`src/rtl/jtag_scan_master_if.sv`:
```
// Command/response channel between the host logic and jtag_scan_master.
// The host drives the master side; the scan sequencer sits on the slave side.
interface jtag_scan_master_if #(
  parameter int MAX_LEN = 32
);
  logic               cmd_valid;
  logic               cmd_ready;
  logic [1:0]         cmd_op;
  logic [5:0]         cmd_len;
  logic [MAX_LEN-1:0] cmd_data;
  logic               rsp_valid;
  logic               rsp_ready;
  logic [MAX_LEN-1:0] rsp_data;
  logic               rsp_err;

  modport master (
    output cmd_valid, cmd_op, cmd_len, cmd_data, rsp_ready,
    input  cmd_ready, rsp_valid, rsp_data, rsp_err
  );

  modport slave (
    input  cmd_valid, cmd_op, cmd_len, cmd_data, rsp_ready,
    output cmd_ready, rsp_valid, rsp_data, rsp_err
  );
endinterface

```
`src/rtl/jtag_scan_master.sv`:
```
// Host-side JTAG sequencer: walks the TAP with TMS headers/trailers,
// shifts up to MAX_LEN bits LSB-first and returns captured TDO.
module jtag_scan_master #(
  parameter int CLK_DIV = 4,
  parameter int MAX_LEN = 32
) (
  input  logic                 clk,
  input  logic                 rst_n,
  jtag_scan_master_if.slave    bus,
  output logic                 busy,
  output logic                 tck,
  output logic                 tms,
  output logic                 tdi,
  input  logic                 tdo
);

  localparam int SW = $clog2(2 * CLK_DIV);
  localparam int IW = $clog2(MAX_LEN);
  localparam logic [SW-1:0] HALF = SW'(CLK_DIV);
  localparam logic [SW-1:0] LAST = SW'(2 * CLK_DIV - 1);
  localparam logic [6:0]    MAXL = 7'(MAX_LEN);

  localparam logic [1:0] OP_RST  = 2'b00;
  localparam logic [1:0] OP_IR   = 2'b01;
  localparam logic [1:0] OP_DR   = 2'b10;
  localparam logic [1:0] OP_IDLE = 2'b11;

  typedef enum logic [2:0] {
    S_IDLE,
    S_HDR,
    S_SHIFT,
    S_TRL,
    S_RSP
  } state_t;

  state_t state_q, state_d;

  logic               live_q;
  logic [SW-1:0]      stp_q;
  logic [5:0]         bit_q;
  logic [1:0]         op_q;
  logic [5:0]         len_q;
  logic [MAX_LEN-1:0] dat_q;
  logic [MAX_LEN-1:0] cap_q;
  logic               err_q;
  logic               tms_q;

  logic       accept;
  logic       illegal;
  logic       active;
  logic       step_end;
  logic       phase_end;
  logic       scan;
  logic [7:0] hdr_pat;
  logic [5:0] hdr_last;

  assign bus.cmd_ready = (state_q == S_IDLE) && live_q;
  assign bus.rsp_valid = (state_q == S_RSP);
  assign bus.rsp_data  = cap_q;
  assign bus.rsp_err   = err_q;
  assign busy          = (state_q != S_IDLE);

  assign accept  = bus.cmd_valid && bus.cmd_ready;
  assign illegal = (bus.cmd_op != OP_RST) &&
                   ((bus.cmd_len == 6'd0) ||
                    ({1'b0, bus.cmd_len} > MAXL));

  assign active   = (state_q == S_HDR) ||
                    (state_q == S_SHIFT) ||
                    (state_q == S_TRL);
  assign step_end = active && (stp_q == LAST);
  assign scan     = (op_q == OP_IR) || (op_q == OP_DR);

  assign tck = active && (stp_q >= HALF);
  assign tdi = (state_q == S_SHIFT) && scan &&
               dat_q[bit_q[IW-1:0]];

  // Header TMS patterns, bit i is driven on header step i.
  always_comb begin
    hdr_pat  = 8'h00;
    hdr_last = 6'd0;
    unique case (op_q)
      OP_RST: begin
        hdr_pat  = 8'b0001_1111;
        hdr_last = 6'd5;
      end
      OP_IR: begin
        hdr_pat  = 8'b0000_0011;
        hdr_last = 6'd3;
      end
      OP_DR: begin
        hdr_pat  = 8'b0000_0001;
        hdr_last = 6'd2;
      end
      default: begin
        hdr_pat  = 8'h00;
        hdr_last = 6'd0;
      end
    endcase
  end

  always_comb begin
    phase_end = 1'b0;
    unique case (state_q)
      S_HDR:   phase_end = (bit_q == hdr_last);
      S_SHIFT: phase_end = (bit_q == len_q - 6'd1);
      S_TRL:   phase_end = (bit_q == 6'd1);
      default: phase_end = 1'b0;
    endcase
  end

  // tms_q remembers the last driven value so it holds between commands.
  always_comb begin
    tms = tms_q;
    unique case (state_q)
      S_HDR:   tms = hdr_pat[bit_q[2:0]];
      S_SHIFT: tms = scan && phase_end;
      S_TRL:   tms = (bit_q == 6'd0);
      default: tms = tms_q;
    endcase
  end

  always_comb begin
    state_d = state_q;
    unique case (state_q)
      S_IDLE: begin
        if (accept) begin
          unique case (1'b1)
            illegal:
              state_d = S_RSP;
            !illegal && (bus.cmd_op == OP_IDLE):
              state_d = S_SHIFT;
            !illegal && (bus.cmd_op != OP_IDLE):
              state_d = S_HDR;
            default:
              state_d = S_IDLE;
          endcase
        end
      end
      S_HDR: begin
        if (step_end && phase_end)
          state_d = (op_q == OP_RST) ? S_RSP : S_SHIFT;
      end
      S_SHIFT: begin
        if (step_end && phase_end)
          state_d = scan ? S_TRL : S_RSP;
      end
      S_TRL: begin
        if (step_end && phase_end)
          state_d = S_RSP;
      end
      S_RSP: begin
        if (bus.rsp_ready)
          state_d = S_IDLE;
      end
      default: state_d = S_IDLE;
    endcase
  end

  always_ff @(posedge clk) begin
    if (!rst_n) state_q <= S_IDLE;
    else        state_q <= state_d;
  end

  always_ff @(posedge clk) begin
    if (!rst_n) begin
      live_q <= 1'b0;
      stp_q  <= '0;
      bit_q  <= 6'd0;
      op_q   <= OP_RST;
      len_q  <= 6'd0;
      dat_q  <= '0;
      cap_q  <= '0;
      err_q  <= 1'b0;
      tms_q  <= 1'b1;
    end else begin
      live_q <= 1'b1;
      if (active) tms_q <= tms;
      if (accept) begin
        op_q  <= bus.cmd_op;
        len_q <= bus.cmd_len;
        dat_q <= bus.cmd_data;
        cap_q <= '0;
        err_q <= illegal;
        stp_q <= '0;
        bit_q <= 6'd0;
      end else if (active) begin
        stp_q <= step_end ? '0 : stp_q + 1'b1;
        if (step_end)
          bit_q <= phase_end ? 6'd0 : bit_q + 6'd1;
        // TDO is sampled on the final clk of the high phase.
        if ((state_q == S_SHIFT) && scan && (stp_q == LAST))
          cap_q[bit_q[IW-1:0]] <= tdo;
      end
    end
  end

endmodule

```
`src/flat_wrapper.sv`:
```
// flat-port wrapper written by rule: the top's interface ports become plain ports
module jtag_scan_master_flat 
#(
  parameter int CLK_DIV = 4,
  parameter int MAX_LEN = 32
)
  (clk, rst_n, busy, tck, tms, tdi, tdo, bus_cmd_valid, bus_cmd_op, bus_cmd_len, bus_cmd_data, bus_rsp_ready, bus_cmd_ready, bus_rsp_valid, bus_rsp_data, bus_rsp_err);
  jtag_scan_master_if #(.MAX_LEN(MAX_LEN)) bus_i ();
  input  logic clk;
  input  logic rst_n;
  output logic busy;
  output logic tck;
  output logic tms;
  output logic tdi;
  input  logic tdo;
  input wire logic [$bits(bus_i.cmd_valid)-1:0] bus_cmd_valid;
  input wire logic [$bits(bus_i.cmd_op)-1:0] bus_cmd_op;
  input wire logic [$bits(bus_i.cmd_len)-1:0] bus_cmd_len;
  input wire logic [$bits(bus_i.cmd_data)-1:0] bus_cmd_data;
  input wire logic [$bits(bus_i.rsp_ready)-1:0] bus_rsp_ready;
  output wire logic [$bits(bus_i.cmd_ready)-1:0] bus_cmd_ready;
  output wire logic [$bits(bus_i.rsp_valid)-1:0] bus_rsp_valid;
  output wire logic [$bits(bus_i.rsp_data)-1:0] bus_rsp_data;
  output wire logic [$bits(bus_i.rsp_err)-1:0] bus_rsp_err;
  assign bus_i.cmd_valid = bus_cmd_valid;
  assign bus_i.cmd_op = bus_cmd_op;
  assign bus_i.cmd_len = bus_cmd_len;
  assign bus_i.cmd_data = bus_cmd_data;
  assign bus_i.rsp_ready = bus_rsp_ready;
  assign bus_cmd_ready = bus_i.cmd_ready;
  assign bus_rsp_valid = bus_i.rsp_valid;
  assign bus_rsp_data = bus_i.rsp_data;
  assign bus_rsp_err = bus_i.rsp_err;
  jtag_scan_master #(.CLK_DIV(CLK_DIV), .MAX_LEN(MAX_LEN)) u_core (.clk(clk), .rst_n(rst_n), .bus(bus_i), .busy(busy), .tck(tck), .tms(tms), .tdi(tdi), .tdo(tdo));
endmodule
```
`config.mk`:
```
export PLATFORM = sky130hd
export DESIGN_NAME = jtag_scan_master_flat
export DESIGN_NICKNAME = d
export VERILOG_FILES = /design/src/rtl/jtag_scan_master_if.sv /design/src/rtl/jtag_scan_master.sv /design/src/flat_wrapper.sv
export SDC_FILE = /design/constraint.sdc
export NUM_CORES = 1
export LEC_CHECK = 0
export CAP_MARGIN = 25
export CORE_ASPECT_RATIO = 0.75
export CORE_MARGIN = 4
export CORE_UTILIZATION = 38
export CTS_BUF_LIST = sky130_fd_sc_hd__clkbuf_4 sky130_fd_sc_hd__clkbuf_8 sky130_fd_sc_hd__clkbuf_16
export CTS_CLUSTER_SIZE = 20
export DETAILED_ROUTE_END_ITERATION = 12
export PLACE_DENSITY = 0.63
export SLEW_MARGIN = 20
export SYNTH_ARGS = -nofsm -noshare
export SYNTH_HDL_FRONTEND = slang
export SYNTH_SLANG_ARGS = --single-unit
```
`constraint.sdc`:
```
create_clock -name clk -period 2.95 [get_ports clk]
set_input_delay 0.59 -clock clk [delete_from_list [all_inputs] [get_ports clk]]
set_output_delay 0.59 -clock clk [all_outputs]
set_load 0.01 [all_outputs]
```
== After elaboration in Yosys (flattened, before gate mapping) ==
Index checks and enable logic that the tools add are counted.
Storage, ports and cells
  bits in registers: 87
  bits in latches: 0
  bits in writable memories: 0
  bits in read-only memories: 0
  logic and storage cells: 87
  memories kept: 0
Cells by class
  add/subtract/negate cells: 3
  $mul: 0
  div/mod/pow operators: 0
  magnitude comparators: 5
  equality and inequality tests: 17
  shift-type cells: 0
  muxes and demuxes: 23
  bitwise gates (word level): 1
  reductions and logical operators: 28
Operators by type and width (number)
  32-bit bitwise mux: 1
  3-bit 2-to-1 mux: 8
  3-bit one-hot mux with 3 select lines: 2
  3-bit one-hot mux with 5 select lines: 1
  5-bit one-hot mux with 3 select lines: 1
  1-bit logical AND: 13
  6-bit logical NOT: 2
  2-bit inequality test (second input constant): 5
  6-bit by 1-bit adder with 6-bit output (second input constant): 1
  3-bit by 2-bit == test with 1-bit output (second input constant): 2
  3-bit == test (second input constant): 2
  6-bit by 1-bit == test with 1-bit output (second input constant): 1
  6-bit by 3-bit == test with 1-bit output: 1
  6-bit == test: 1
  6-bit greater-than comparator (second input constant): 1
  5-bit by 6-bit less-than comparator with 1-bit output (second input constant): 1
  6-bit 2-to-1 mux: 1
  1-bit one-hot mux with 3 select lines: 2
  6-bit by 1-bit subtractor with 6-bit output (second input constant): 1
  1-bit binary-select mux with 5-bit select: 1
  1-bit demux with 5-bit select: 1
  5-bit by 1-bit >= comparator with 1-bit output (second input constant): 1
  5-bit AND reduction: 1
  2-bit == test (second input constant): 2
  other kinds (17): 24

== Longest topological paths before layout ==
  word-level depth: 8
  depth in mapped cells: 10
  depth with buffers taken out: 8

== Least setup slack after synthesis ==
OpenSTA, ideal clock, no wires.
  path type: register -> output
  start: register u_core.op_q[0]
  end: output port tms
  data arrival time: 2183 ps
  data required time: 2360 ps
  path slack: 177 ps
  cell stages (with the launch flop): 9
  cell sequence: dfxtp_1 inv_1 ha_1 nor3_1 nor3_1 or3b_1 a2111o_1 or3_1 a21oi_1
On the way
  longest elaborated chain between the ends: 6
RTL lines
  start: declaration: line jtag_scan_master.sv:41  | logic [1:0] op_q;
  start signal: assignment: line jtag_scan_master.sv:180  | op_q <= bus.cmd_op;
  2-bit == test (tied with other cells): line jtag_scan_master.sv:72, jtag_scan_master.sv:82
  3-bit one-hot mux with 3 select lines: line jtag_scan_master.sv:82  | unique case (op_q)
  6-bit by 3-bit == test with 1-bit output: line jtag_scan_master.sv:105  | S_HDR: phase_end = (bit_q == hdr_last);
  1-bit one-hot mux with 3 select lines: line jtag_scan_master.sv:104  | unique case (state_q)
  1-bit logical AND: line jtag_scan_master.sv:117  | S_SHIFT: tms = scan && phase_end;
  1-bit one-hot mux with 3 select lines (*): line jtag_scan_master.sv:115  | unique case (state_q)
  end: declaration: line flat_wrapper.sv:13  | output logic tms;
Every way passes the cells marked *; elsewhere a longest branch is shown, timed or not. The select of a mux whose other input is x is not followed.

== Final worst setup path ==
Same ends and word-level chain as after synthesis.

==> results.md <==
* Total I/O pin count at 84
* Die Height at approximately 100 um
* Final cell count without fillers at slightly below 800
* CTS root buf: clkbuf_16
* CTS Buf Count at 9
* Fraction of layout cells with a size suffix above 1 at 0.144
* Number of hold buffers added after CTS at 0
* Htree depth at 3
* Post-CTS setup repair buffer count at 0
* Post-synth EDFFs at 0
* Final Slew Violations at 0
* Sequential fraction of the synthesis area at 0.402
* R2r setup slk at between 0.5 and 0.6 ns
* Final ANT Viol Nets at 0
* Worst Setup Start Kind: register
* Post-Synthesis Cells at 548
* Post-synthesis to final-layout area growth at 37.9%
* Worst-case vdd ir drop at 0.000271 V
* Global-route wire length before repair at 18,800 um
* Clock tree buffer depth at 2
* Final hold slack at 0.456 ns
* Placed insts at 775
* Dpl cell area at 5540 um2
* Primary FF master, synth: dfxtp_1
* Critical path endpoint category: primary output
* GRT Overall Usage at 0.175
* Clock Skews at about 0.0048 ns
* Max_cap viols at 0
* Fmax at 330 MHz
* Drt first pass iters at 5
* Synthesized area per cell at between 7 and 8 um2
* Tightest Pin Transition at 0.632 ns
* Final WS setup at -0.0803 ns
* Hpwl dp at about 8400 um
* CP max FO at 3
* CP required at 2.36 ns
* Diode count at 0
* Most common cell after layout, fill and taps aside: nand2_1
* Worst EP arrival at 2.44 ns
* Synth Net Count at 604
* Total power at 2.97 mW
* CTS tree: built
* Vias in the first global route at 3,904
* Largest net degree at the start of global routing at 43
* Gpl congestion at a little over 0.8
* Detailed Route Iter0 Violations at 253
* # clock sinks at 87
* Clk slew on worst S/H paths at 0.06 ns
* Row count at 33
* Total wire length at 11,500 um
* DRC viols at 0
* Synth async-reset ratio at 0
* Final Net Count at 702
* Slew Limit Headroom at 0.579
* Final Cell Area at about 6000 um2
* Initial core utilization at 0.393
* WS Path Type: reg2out
* RSZ-0062 raised after global routing: yes
* Initial antenna violation count at 0
* I/O Buffers at 83
* PD cells at 497 nW/um2
* Total grt overflow at 0
* Outcome: finished with violations
* Worst hold path type: reg2reg
* Setup violators final at 1
* Failing checks: negative setup slack
* Vias at ~4.1k
* Post-layout minimum cycle time at 3.03 ns
* Syn. warnings at 0
* Die extent in x at 131 um
* Core area at roughly 11,000 um2
* Netlist Area Pre-Place at 4330 um2
* Pre-CTS setup slack at -0.281 ns
* Clock latency at the later pin of the worst-skew pair at 0.34 ns
* Netlist cell types at 46
* Yosys reg bits at 87
* Die area at ~13,000 um2
* Final Hold Fails at 0
* Vias per cell at approximately 5.1
* Commonest cells after routing, fill and taps aside: nand2_1 (158), clkdlybuf4s50_1 (81), dfxtp_1 (81)
* Period utilisation layout at 1.03
* Fillers at 1,037
* P_leak at 2.14 nW
* Avg WL per Cell at 14.5 um
-- power breakdown --
part | leakage, nW | internal (mW) | switching [mW]
combinational | 1.25 | 0.188 | 0.176
sequential | 0.709 | 1.21 | 0.0240
clock | 0.179 | 0.900 | 0.466
total | 2.14 | 2.30 | 0.667
-- worst max-delay path, cell delays in order (launching register included) --
cell and delay, ns:
dfxtp_2 0.35, inv_2 0.05, ha_4 0.16, nor3_4 0.17, nor3_2 0.05, or3b_1 0.38, a2111o_1 0.32, or3_4 0.35
a21oi_2 0.13, buf_2 0.14
-- registers in the layout (all words and copies together) (netlist names) --
register / cells
u_core.bit_q: 6
u_core.bus.rsp_data: 32
u_core.bus.rsp_err: 1
u_core.dat_q: 32
u_core.len_q: 6
u_core.live_q: 1
u_core.op_q: 2
u_core.state_q: 3
u_core.stp_q: 3
u_core.tms_q: 1
-- layout make-up --
cell class / instances / area [um2] / area share
Multi-Input combinational cell: 406 / 2440 / 0.409
Sequential cell: 87 / 1750 / 0.293
Timing Repair Buffer: 131 / 1200 / 0.201
Clock buffer: 12 / 267 / 0.0446
Tap cell: 140 / 175 / 0.0293
Clock inverter: 4 / 98.8 / 0.0165
Inverter: 11 / 41.3 / 0.00691
-- cells by family after synthesis --
| kind of cell | share of synthesized area |
|---|---|
| buffers and inverters | 0.0485 |
| multiplexers | 0.0511 |
| adder cells (fa/ha/maj) | 0.0341 |
| flip-flops | 0.402 |
| XOR/XNOR | 0.0254 |
| AO/OA/AOI/OAI | 0.168 |
| AND/OR/NAND/NOR | 0.270 |
-- synth_stat cells, types with 2 or more instances --
master / n / area [um2]
buf_2: 3 / 15.0
xor2_1: 7 / 61.3
ha_1: 11 / 138
o21ai_0: 12 / 60.1
a21oi_1: 40 / 200
nor3_1: 10 / 50.1
nand4_1: 4 / 25.0
buf_1: 4 / 15.0
nor3b_1: 3 / 22.5
clkbuf_1: 37 / 139
and3b_1: 2 / 17.5
a22oi_1: 3 / 22.5
nand4b_1: 2 / 17.5
and3_1: 9 / 56.3
nor2b_1: 7 / 43.8
nor2_1: 18 / 67.6
nand3_1: 33 / 165
mux4_2: 8 / 180
xnor2_1: 3 / 26.3
nand3b_1: 2 / 15.0
a31oi_1: 2 / 12.5
nand2_1: 158 / 593
a2111o_1: 2 / 22.5
and2_1: 8 / 50.1
a21boi_0: 41 / 308
dfxtp_1: 87 / 1740
mux2i_1: 3 / 30.0
inv_1: 11 / 41.3
-- routing by layer --
metal / vias to the layer above / global-route usage / wire length, um
li1: 2057 / - / -
met3: 8 / 0.0504 / 535
met5: - / 0 / 0
met1: 1898 / 0.225 / 5490
met2: 91 / 0.297 / 5380
met4: 0 / 0.0339 / 95
-- worst paths after layout --
| kind | start | endpoint | depth (start not counted) |
|---|---|---|---|
| max | u_core.op_q[0] | tms | 9 |
| min | u_core.bus.rsp_data[30] | u_core.bus.rsp_data[30] | 2 |
| max reg2reg | u_core.op_q[0] | u_core.state_q[0] | 9 |
| min reg2reg | u_core.bus.rsp_data[30] | u_core.bus.rsp_data[30] | 2 |
-- per-stage QoR --
stage               utilization  TNS [ns]
detailed placement        0.503    -0.281
finish                    0.542   -0.0803
floorplan                     -         0
CTS                       0.539    -0.119
global route              0.542    -0.219
global placement          0.503    -0.290
-- timing repair --
action | 4_1_cts | 5_1_grt
pin swaps | 2 | 8
gates cloned | 0 | 0
endpoints found under the setup margin | 2 | 2
gates resized for setup | 15 | 13
Power figures use the tool's default switching activity.
